### config.mk
export PLATFORM = sky130hd
export DESIGN_NAME = imem_port_arbiter_flat
export DESIGN_NICKNAME = d
export VERILOG_FILES = /design/src/rtl/imem_port_arbiter_if.sv /design/src/rtl/imem_port_arbiter.sv /design/src/flat_wrapper.sv
export SDC_FILE = /design/constraint.sdc
export NUM_CORES = 1
export LEC_CHECK = 0
export ABC_AREA = 1
export CAP_MARGIN = 30
export CELL_PAD_IN_SITES_DETAIL_PLACEMENT = 0
export CELL_PAD_IN_SITES_GLOBAL_PLACEMENT = 2
export CORE_ASPECT_RATIO = 0.9
export CORE_MARGIN = 10
export CORE_UTILIZATION = 18
export DETAILED_ROUTE_END_ITERATION = 8
export GPL_ROUTABILITY_DRIVEN = 0
export PLACE_DENSITY = 0.86
export SLEW_MARGIN = 10
export SYNTH_ARGS = -nofsm -noshare
export SYNTH_HDL_FRONTEND = slang
export SYNTH_SLANG_ARGS = --single-unit
export TNS_END_PERCENT = 100
### constraint.sdc
create_clock -name clka -period 2.95 [get_ports clka]
set_input_delay 0.4425 -clock clka [delete_from_list [all_inputs] [get_ports clka]]
set_output_delay 0.4425 -clock clka [all_outputs]
set_load 0.005 [all_outputs]
### src/rtl/imem_port_arbiter_if.sv
// Bus bundle between the fetch unit, the loader/debug port, the instruction
// memory and imem_port_arbiter. The arbiter uses the slave modport.
interface imem_port_arbiter_if #(
  parameter int ADDR_W = 10
);
  logic              f_req;
  logic [31:0]       f_addr;
  logic              f_flush;
  logic              f_gnt;
  logic              f_rvalid;
  logic [31:0]       f_rdata;
  logic              f_err;

  logic              l_req;
  logic              l_we;
  logic [31:0]       l_addr;
  logic [31:0]       l_wdata;
  logic              l_lock;
  logic              l_gnt;
  logic              l_rvalid;
  logic [31:0]       l_rdata;
  logic              l_err;

  logic              mem_en;
  logic              mem_we;
  logic [ADDR_W-1:0] mem_addr;
  logic [31:0]       mem_wdata;
  logic [31:0]       mem_rdata;

  modport slave (
    input  f_req, f_addr, f_flush,
    input  l_req, l_we, l_addr, l_wdata, l_lock,
    input  mem_rdata,
    output f_gnt, f_rvalid, f_rdata, f_err,
    output l_gnt, l_rvalid, l_rdata, l_err,
    output mem_en, mem_we, mem_addr, mem_wdata
  );

  modport master (
    output f_req, f_addr, f_flush,
    output l_req, l_we, l_addr, l_wdata, l_lock,
    output mem_rdata,
    input  f_gnt, f_rvalid, f_rdata, f_err,
    input  l_gnt, l_rvalid, l_rdata, l_err,
    input  mem_en, mem_we, mem_addr, mem_wdata
  );
endinterface

### src/rtl/imem_port_arbiter.sv
// Shares the instruction-memory port between fetch (F) and loader (L).
// Optional macro ARB_RR_EN: round-robin IDLE ties (default: F wins ties).
module imem_port_arbiter #(
  parameter int ADDR_W   = 10,
  parameter int LOCK_MAX = 16
) (
  input  logic                clka,
  input  logic                rst_n,
  imem_port_arbiter_if.slave  bus
);

  localparam int CNT_W = $clog2(LOCK_MAX) + 1;

  localparam logic [1:0] IDLE   = 2'd0;
  localparam logic [1:0] LOCK   = 2'd1;
  localparam logic [1:0] STARVE = 2'd2;

  logic [1:0]       state, state_nxt;
  logic [CNT_W-1:0] lock_cnt, lock_cnt_nxt;
  logic             f_bad, l_bad;
  logic             f_gnt, l_gnt;
  logic             tie_to_f;

  assign f_bad = (bus.f_addr[1:0] != 2'b00) || (bus.f_addr[31:ADDR_W+2] != '0);
  assign l_bad = (bus.l_addr[1:0] != 2'b00) || (bus.l_addr[31:ADDR_W+2] != '0);

`ifdef ARB_RR_EN
  // last_win: 1 = L won the most recent grant
  logic last_win;

  always_ff @(posedge clka or negedge rst_n) begin
    if (!rst_n)     last_win <= 1'b1;
    else if (f_gnt) last_win <= 1'b0;
    else if (l_gnt) last_win <= 1'b1;
  end

  assign tie_to_f = last_win;
`else
  assign tie_to_f = 1'b1;
`endif

  always_comb begin
    f_gnt = 1'b0;
    l_gnt = 1'b0;
    case (state)
      LOCK:   l_gnt = bus.l_req;
      STARVE: begin
        f_gnt = bus.f_req;
        l_gnt = bus.l_req & ~bus.f_req;
      end
      default: begin
        if (bus.f_req && bus.l_req) begin
          f_gnt = tie_to_f;
          l_gnt = ~tie_to_f;
        end else begin
          f_gnt = bus.f_req;
          l_gnt = bus.l_req;
        end
      end
    endcase
  end

  // A loader release takes precedence over the starvation cut-off
  always_comb begin
    state_nxt    = state;
    lock_cnt_nxt = lock_cnt;
    case (state)
      IDLE: begin
        if (l_gnt && bus.l_lock) begin
          state_nxt    = LOCK;
          lock_cnt_nxt = CNT_W'(1);
        end
      end
      LOCK: begin
        lock_cnt_nxt = lock_cnt + 1'b1;
        if ((l_gnt && !bus.l_lock) || !bus.l_req) begin
          state_nxt    = IDLE;
          lock_cnt_nxt = '0;
        end else if (lock_cnt == CNT_W'(LOCK_MAX - 1)) begin
          state_nxt = STARVE;
        end
      end
      default: begin
        state_nxt    = IDLE;
        lock_cnt_nxt = '0;
      end
    endcase
  end

  always_ff @(posedge clka or negedge rst_n) begin
    if (!rst_n) begin
      state    <= IDLE;
      lock_cnt <= '0;
    end else begin
      state    <= state_nxt;
      lock_cnt <= lock_cnt_nxt;
    end
  end

  assign bus.f_gnt     = f_gnt;
  assign bus.l_gnt     = l_gnt;
  assign bus.mem_en    = (f_gnt & ~f_bad) | (l_gnt & ~l_bad);
  assign bus.mem_we    = l_gnt & bus.l_we & ~l_bad;
  assign bus.mem_addr  = l_gnt ? bus.l_addr[ADDR_W+1:2] :
                         f_gnt ? bus.f_addr[ADDR_W+1:2] : '0;
  assign bus.mem_wdata = l_gnt ? bus.l_wdata : '0;

  always_ff @(posedge clka or negedge rst_n) begin
    if (!rst_n) begin
      bus.f_rvalid <= 1'b0;
      bus.f_err    <= 1'b0;
      bus.f_rdata  <= '0;
      bus.l_rvalid <= 1'b0;
      bus.l_err    <= 1'b0;
      bus.l_rdata  <= '0;
    end else begin
      bus.f_rvalid <= f_gnt & ~bus.f_flush;
      bus.f_err    <= f_gnt & ~bus.f_flush & f_bad;
      bus.f_rdata  <= (f_gnt && !bus.f_flush && !f_bad) ? bus.mem_rdata : '0;
      bus.l_rvalid <= l_gnt;
      bus.l_err    <= l_gnt & l_bad;
      bus.l_rdata  <= (l_gnt && !bus.l_we && !l_bad) ? bus.mem_rdata : '0;
    end
  end

endmodule
### src/flat_wrapper.sv
// flat-port wrapper written by rule: the top's interface ports become plain ports
module imem_port_arbiter_flat 
#(
  parameter int ADDR_W   = 10,
  parameter int LOCK_MAX = 16
)
  (clka, rst_n, bus_f_req, bus_f_addr, bus_f_flush, bus_l_req, bus_l_we, bus_l_addr, bus_l_wdata, bus_l_lock, bus_mem_rdata, bus_f_gnt, bus_f_rvalid, bus_f_rdata, bus_f_err, bus_l_gnt, bus_l_rvalid, bus_l_rdata, bus_l_err, bus_mem_en, bus_mem_we, bus_mem_addr, bus_mem_wdata);
  imem_port_arbiter_if #(.ADDR_W(ADDR_W)) bus_i ();
  input  logic clka;
  input  logic rst_n;
  input wire logic [$bits(bus_i.f_req)-1:0] bus_f_req;
  input wire logic [$bits(bus_i.f_addr)-1:0] bus_f_addr;
  input wire logic [$bits(bus_i.f_flush)-1:0] bus_f_flush;
  input wire logic [$bits(bus_i.l_req)-1:0] bus_l_req;
  input wire logic [$bits(bus_i.l_we)-1:0] bus_l_we;
  input wire logic [$bits(bus_i.l_addr)-1:0] bus_l_addr;
  input wire logic [$bits(bus_i.l_wdata)-1:0] bus_l_wdata;
  input wire logic [$bits(bus_i.l_lock)-1:0] bus_l_lock;
  input wire logic [$bits(bus_i.mem_rdata)-1:0] bus_mem_rdata;
  output wire logic [$bits(bus_i.f_gnt)-1:0] bus_f_gnt;
  output wire logic [$bits(bus_i.f_rvalid)-1:0] bus_f_rvalid;
  output wire logic [$bits(bus_i.f_rdata)-1:0] bus_f_rdata;
  output wire logic [$bits(bus_i.f_err)-1:0] bus_f_err;
  output wire logic [$bits(bus_i.l_gnt)-1:0] bus_l_gnt;
  output wire logic [$bits(bus_i.l_rvalid)-1:0] bus_l_rvalid;
  output wire logic [$bits(bus_i.l_rdata)-1:0] bus_l_rdata;
  output wire logic [$bits(bus_i.l_err)-1:0] bus_l_err;
  output wire logic [$bits(bus_i.mem_en)-1:0] bus_mem_en;
  output wire logic [$bits(bus_i.mem_we)-1:0] bus_mem_we;
  output wire logic [$bits(bus_i.mem_addr)-1:0] bus_mem_addr;
  output wire logic [$bits(bus_i.mem_wdata)-1:0] bus_mem_wdata;
  assign bus_i.f_req = bus_f_req;
  assign bus_i.f_addr = bus_f_addr;
  assign bus_i.f_flush = bus_f_flush;
  assign bus_i.l_req = bus_l_req;
  assign bus_i.l_we = bus_l_we;
  assign bus_i.l_addr = bus_l_addr;
  assign bus_i.l_wdata = bus_l_wdata;
  assign bus_i.l_lock = bus_l_lock;
  assign bus_i.mem_rdata = bus_mem_rdata;
  assign bus_f_gnt = bus_i.f_gnt;
  assign bus_f_rvalid = bus_i.f_rvalid;
  assign bus_f_rdata = bus_i.f_rdata;
  assign bus_f_err = bus_i.f_err;
  assign bus_l_gnt = bus_i.l_gnt;
  assign bus_l_rvalid = bus_i.l_rvalid;
  assign bus_l_rdata = bus_i.l_rdata;
  assign bus_l_err = bus_i.l_err;
  assign bus_mem_en = bus_i.mem_en;
  assign bus_mem_we = bus_i.mem_we;
  assign bus_mem_addr = bus_i.mem_addr;
  assign bus_mem_wdata = bus_i.mem_wdata;
  imem_port_arbiter #(.ADDR_W(ADDR_W), .LOCK_MAX(LOCK_MAX)) u_core (.clka(clka), .rst_n(rst_n), .bus(bus_i));
endmodule
== After elaboration in Yosys (flattened, before gate mapping) ==
Cells that the tools add are included.

* Register bits: 75
* Logic and storage cells: 65

* Add/sub/neg operators: 1
* Equal/unequal tests: 5
* Muxes and demuxes: 16
* Bitwise logic cells: 13
* Reduce and logical (&&, ||, !) cells: 22

{| class="wikitable"
|+ Operator list
! kind !! count
|-
| $mux 32 || 3
|-
| $reduce_bool 20->1 || 2
|-
| $mux 10 || 2
|-
| $mux 5 || 2
|-
| $pmux 5 s2 || 1
|-
| $and 1x1->1 || 8
|-
| $logic_and 1x1->1 || 7
|-
| $logic_not 1->1 || 6
|-
| $mux 2 || 3
|-
| $add 5x1->5 const B || 1
|-
| $eq 5x4->1 const B || 1
|-
| $not 1->1 || 4
|-
| $pmux 1 s2 || 2
|-
| $pmux 2 s2 || 1
|-
| $reduce_bool 2->1 || 2
|-
| $logic_or 1x1->1 || 3
|-
| $ne 3x1->1 const B || 1
|-
| $eq 2x1->1 const B || 1
|-
| $eq 2x2->1 const B || 1
|-
| $logic_not 2->1 || 1
|-
| $mux 1 || 2
|-
| $ne 2x1->1 const B || 1
|-
| $reduce_and 2->1 || 1
|-
| $or 1x1->1 || 1
|}

== Depth between registers and ports, before layout ==
* Depth in word-level cells: 7
* Gate-level depth with buffers: 12
* Mapped depth without buffers: 12

== Worst setup path before layout ==
No wires, ideal clock.

* Path type: reg-to-output
* From: reg u_core.state[0]
* To: out bus_mem_wdata[10]
* Data arrival time: 1.388 ns
* Required time: 2.508 ns
* Path slack: 1.120 ns
* Cell stages (with the launch flop): 10
* Path buffers: 2
* Cell sequence: dfrtp_1 inv_1 ha_1 nand2_1 nand2_1 nand2_1 buf_4 inv_1 buf_6 nor2_1

* Longest elaborated chain between the ends: 3

{| class="wikitable"
|+ Ends and longest elaborated chain
! element !! line !! RTL
|-
| start: declaration || imem_port_arbiter.sv:18 || <nowiki>logic [1:0] state, state_nxt;</nowiki>
|-
| start signal: assignment || imem_port_arbiter.sv:95 || <nowiki>state <= state_nxt;</nowiki>
|-
| $eq 2x2->1 or $eq 2x1->1 (tied branches) || imem_port_arbiter.sv:45 || <nowiki>case (state)</nowiki>
|-
| $pmux 1 s2 (*) || imem_port_arbiter.sv:45 ||
|-
| $mux 32 (*) || imem_port_arbiter.sv:106 || <nowiki>assign bus.mem_wdata = l_gnt ? bus.l_wdata : '0;</nowiki>
|-
| end: declaration || flat_wrapper.sv:31 || <nowiki>output wire logic [$bits(bus_i.mem_wdata)-1:0] bus_mem_wdata;</nowiki>
|}

Every way passes the cells marked *; elsewhere a longest branch is shown, timed or not.

== Final worst setup path ==
* From: reg u_core.state[1]
* To: out bus_mem_wdata[3]

Same word-level chain as after synthesis.

==> flow_summary.yaml <==
status:
  status: "completed"
power:
  p_leak_nw: 3.07
  vdd_ir_drop_max_mv: 0.241
  p_per_area_mw_per_mm2: 480
  sw_frac_of_total_pct: 25.4
  p_int_mw: 2.28
  power.total_mw: 3.05
  p_sw_uw: 775
  p_seq_share_pct: 35.1
  p_clk_share_pct: 39.8
  combPwrFrac_pct: 25.1
worst_setup_path:
  setup.worst_path.start: "u_core.state[1]$_DFFE_PN0P_"
  worstPathCellList: "inv_1, ha_1, nand2_1, inv_2, nand2_1, nand2_1, inv_1, buf_12, nor2_1, clkdlybuf4s50_1"
  worst-path-max-fanout: 32
  arrival_ns: 2.28
  critPathLaunchType: "flop"
  worstPathRequired_ns: 2.51
  worstSetupPathType: "flop to output port"
  worstSetupEndpointType: "output port"
  path_delay_family: "buffers and inverters"
  timing.rr.start: "u_core.state[0]$_DFFE_PN0P_"
  crit_path_max_incr_delay_ns: 0.54
  slowest_stage: "clkdlybuf4s50_1"
  crit_buf_inv: 5
  path_common_cell: "nand2_1"
layout:
  num-nets-final: 789
  area_growth_pct: 93.6
  layout-drive-gt1-share_pct: 4.74
  multi_input_area_um2: 955
  regArea_mm2: 0.00188
  final_core_util_pct: 35.7
  diodes: 0
  nFillCells: 1814
yosys:
  syn_inst: 398
  syn_nets: 538
  synth.top_cell.area_share_pct: 57.1
  synth_async_sr_flop_share_pct: 100
  synth_top_cell_by_area: "dfrtp_1"
  postSynthAreaPerCell_um2: 8.25
  ys_top_cells_by_count: "124 x nor2_1, 86 x inv_1, 75 x dfrtp_1"
  ys_ff_latch: 75
  synth.most_common_cell: "nor2_1"
  ys_seq_area_share_pct: 57.1
  synth_area_leaders: "dfrtp_1 57%, nor2_1 14%, inv_1 9.8%, nand2_1 7.0%, buf_6 3.1%"
  yosys_warnings: 0
  synth-main-ff-cell: "dfrtp_1"
  synth_area_mm2: 0.00328
  synth.distinct_cells: 19
  synth_edf_count: 0
floorplan:
  dieHeight_um: 148
  placementRows: 46
  ioPinCount: 249
  die_w_um: 162
  initial_utilization_pct: 18.5
  coreArea_mm2: 0.0178
  dieArea_mm2: 0.0241
place:
  dp_slack_ns: 0.286
  portBuffers: 248
  hpwl_um: 11100
timing:
  fmax_mhz: 367
  finalSetupViolCount: 0
  setup_tns_ns: 0
  finalCritPeriodShare_pct: 92.4
  worstMarginPinSlew_ns: 0.751
  rsz0062_at_grt: "no"
  maxSlewHeadroom_pct: 49.7
  finalHoldViolCount: 0
  timing.final.crit_period_ns: 2.73
  drv_slew: 0
  fin_skew_ns: 0.00556
  layout_setup_ws_ns: 0.224
clock_tree:
  htreeDepth: 3
  clk_pin_slew_ns: 0.06
  cts_tree: "yes"
  ctsResizeCount: 0
  clock_sinks: 75
  clk_latency_ns: 0.32
  cts_buffers: 9
  cts_root_buf: "clkbuf_16"
  hold_buffers: 0
  post_cts_buffers: 0
  clk_path_buf_depth: 2
routing:
  routed_via_density: 3.61
  drtAntennaViolNets: 0
  post_drt_wl_per_cell_um: 15.1
  dr.pass1.iters: 4
  drt_iter0_drc: 144
  route.detailed.drc: 0
  wl_um: 13500
  vias: 3225
global_routing:
  grt_overflow: 0
  grtUsageTotal_pct: 10.7
  antenna_found_initial: 0
  grt_max_degree: 76
  grt_pass1_wl_um: 20200
  grt_pass1_vias: 3439
hold_path:
  hp-class: "input pin to async pin"
run:
  maxCapViolCount: 0
-- sequential cells by signal, summed over array words and instances (netlist names) --
name                 flops
u_core.bus.f_rdata      32
u_core.bus.l_rdata      32
u_core.lock_cnt          5
u_core.state             2
u_core.bus.f_err         1
u_core.bus.f_rvalid      1
u_core.bus.l_err         1
u_core.bus.l_rvalid      1
-- cells in the final DEF (no fill, tap or decap), types with 3 or more instances in the layout --
cell type and instances:
nor2_1 124, ha_1 5, inv_1 86, buf_4 3, nand2_1 61, nor2_2 5
clkdlybuf4s50_1 247, dfrtp_1 75, nand3_1 4, o21ai_0 15, clkbuf_16 9
-- cell type report --
| class | instances | area share [%] |
|---|---|---|
| repair buffers | 253 | 40.3 |
| flip-flops and latches | 75 | 29.5 |
| multi-input cells | 223 | 15.0 |
| clock buffers | 11 | 3.98 |
| well taps | 240 | 4.72 |
| clock inverters | 5 | 1.32 |
| inverters | 87 | 5.14 |
-- layer usage --
metal  part of all wire [%]  global-route usage (%)  up-vias  wire length (µm)
met2                     55                    20.2       96              7450
li1                       -                       -     1633                 -
met5                      0                       0        -                 0
met1                     37                    11.4     1484              5040
met3                    6.5                    3.01       12               876
met4                    1.1                    2.68        0               149
-- power by group through the flow --
stage                     Sequential (mW)  Clock, mW  Combinational (mW)
after floorplan                      1.09          0               0.275
after global placement               1.09          0               0.769
after detailed placement             1.09          0               0.774
after CTS                            1.07       1.26               0.777
after global routing                 1.07       1.31               0.844
final                                1.07       1.22               0.766
-- per-stage QoR --
stage / std cells / area [µm²] / hold WS, ns
finish: 894 / 6360 / 0.0522
global route: 894 / 6360 / 0.0768
CTS: 893 / 6330 / 0.306
detailed placement: 877 / 5990 / 0.496
global placement: 877 / 5990 / 0.474
floorplan: 398 / 3280 / 0.147
-- path summary, 6_finish.rpt --
check	end	slack, ns	depth (start not counted)
setup / recovery	bus_mem_wdata[3]	0.22	10
hold / removal	u_core.bus.f_rdata[13]$_DFF_PN0_	0.05	1
setup reg to reg	u_core.bus.f_rdata[28]$_DFF_PN0_	1.00	8
hold reg to reg	u_core.lock_cnt[4]$_DFFE_PN0P_	0.50	2
max in group asynchronous	u_core.bus.f_rdata[6]$_DFF_PN0_	2.34	2
min in group clka	u_core.lock_cnt[4]$_DFFE_PN0P_	0.50	2
-- logic make-up (layout without fill, tap and decap cells) --
logic type      after synthesis  count (layout)  synth area share (%)
compound gates               17              17                  2.59
fa+ha+maj                     5               5                  1.90
flops                        75              75                  57.1
buf+inv                     100             356                  13.8
xor+xnor                      1               1                 0.267
simple gates                200             200                  24.3
Note: power is estimated with default switching activity, not from simulation.
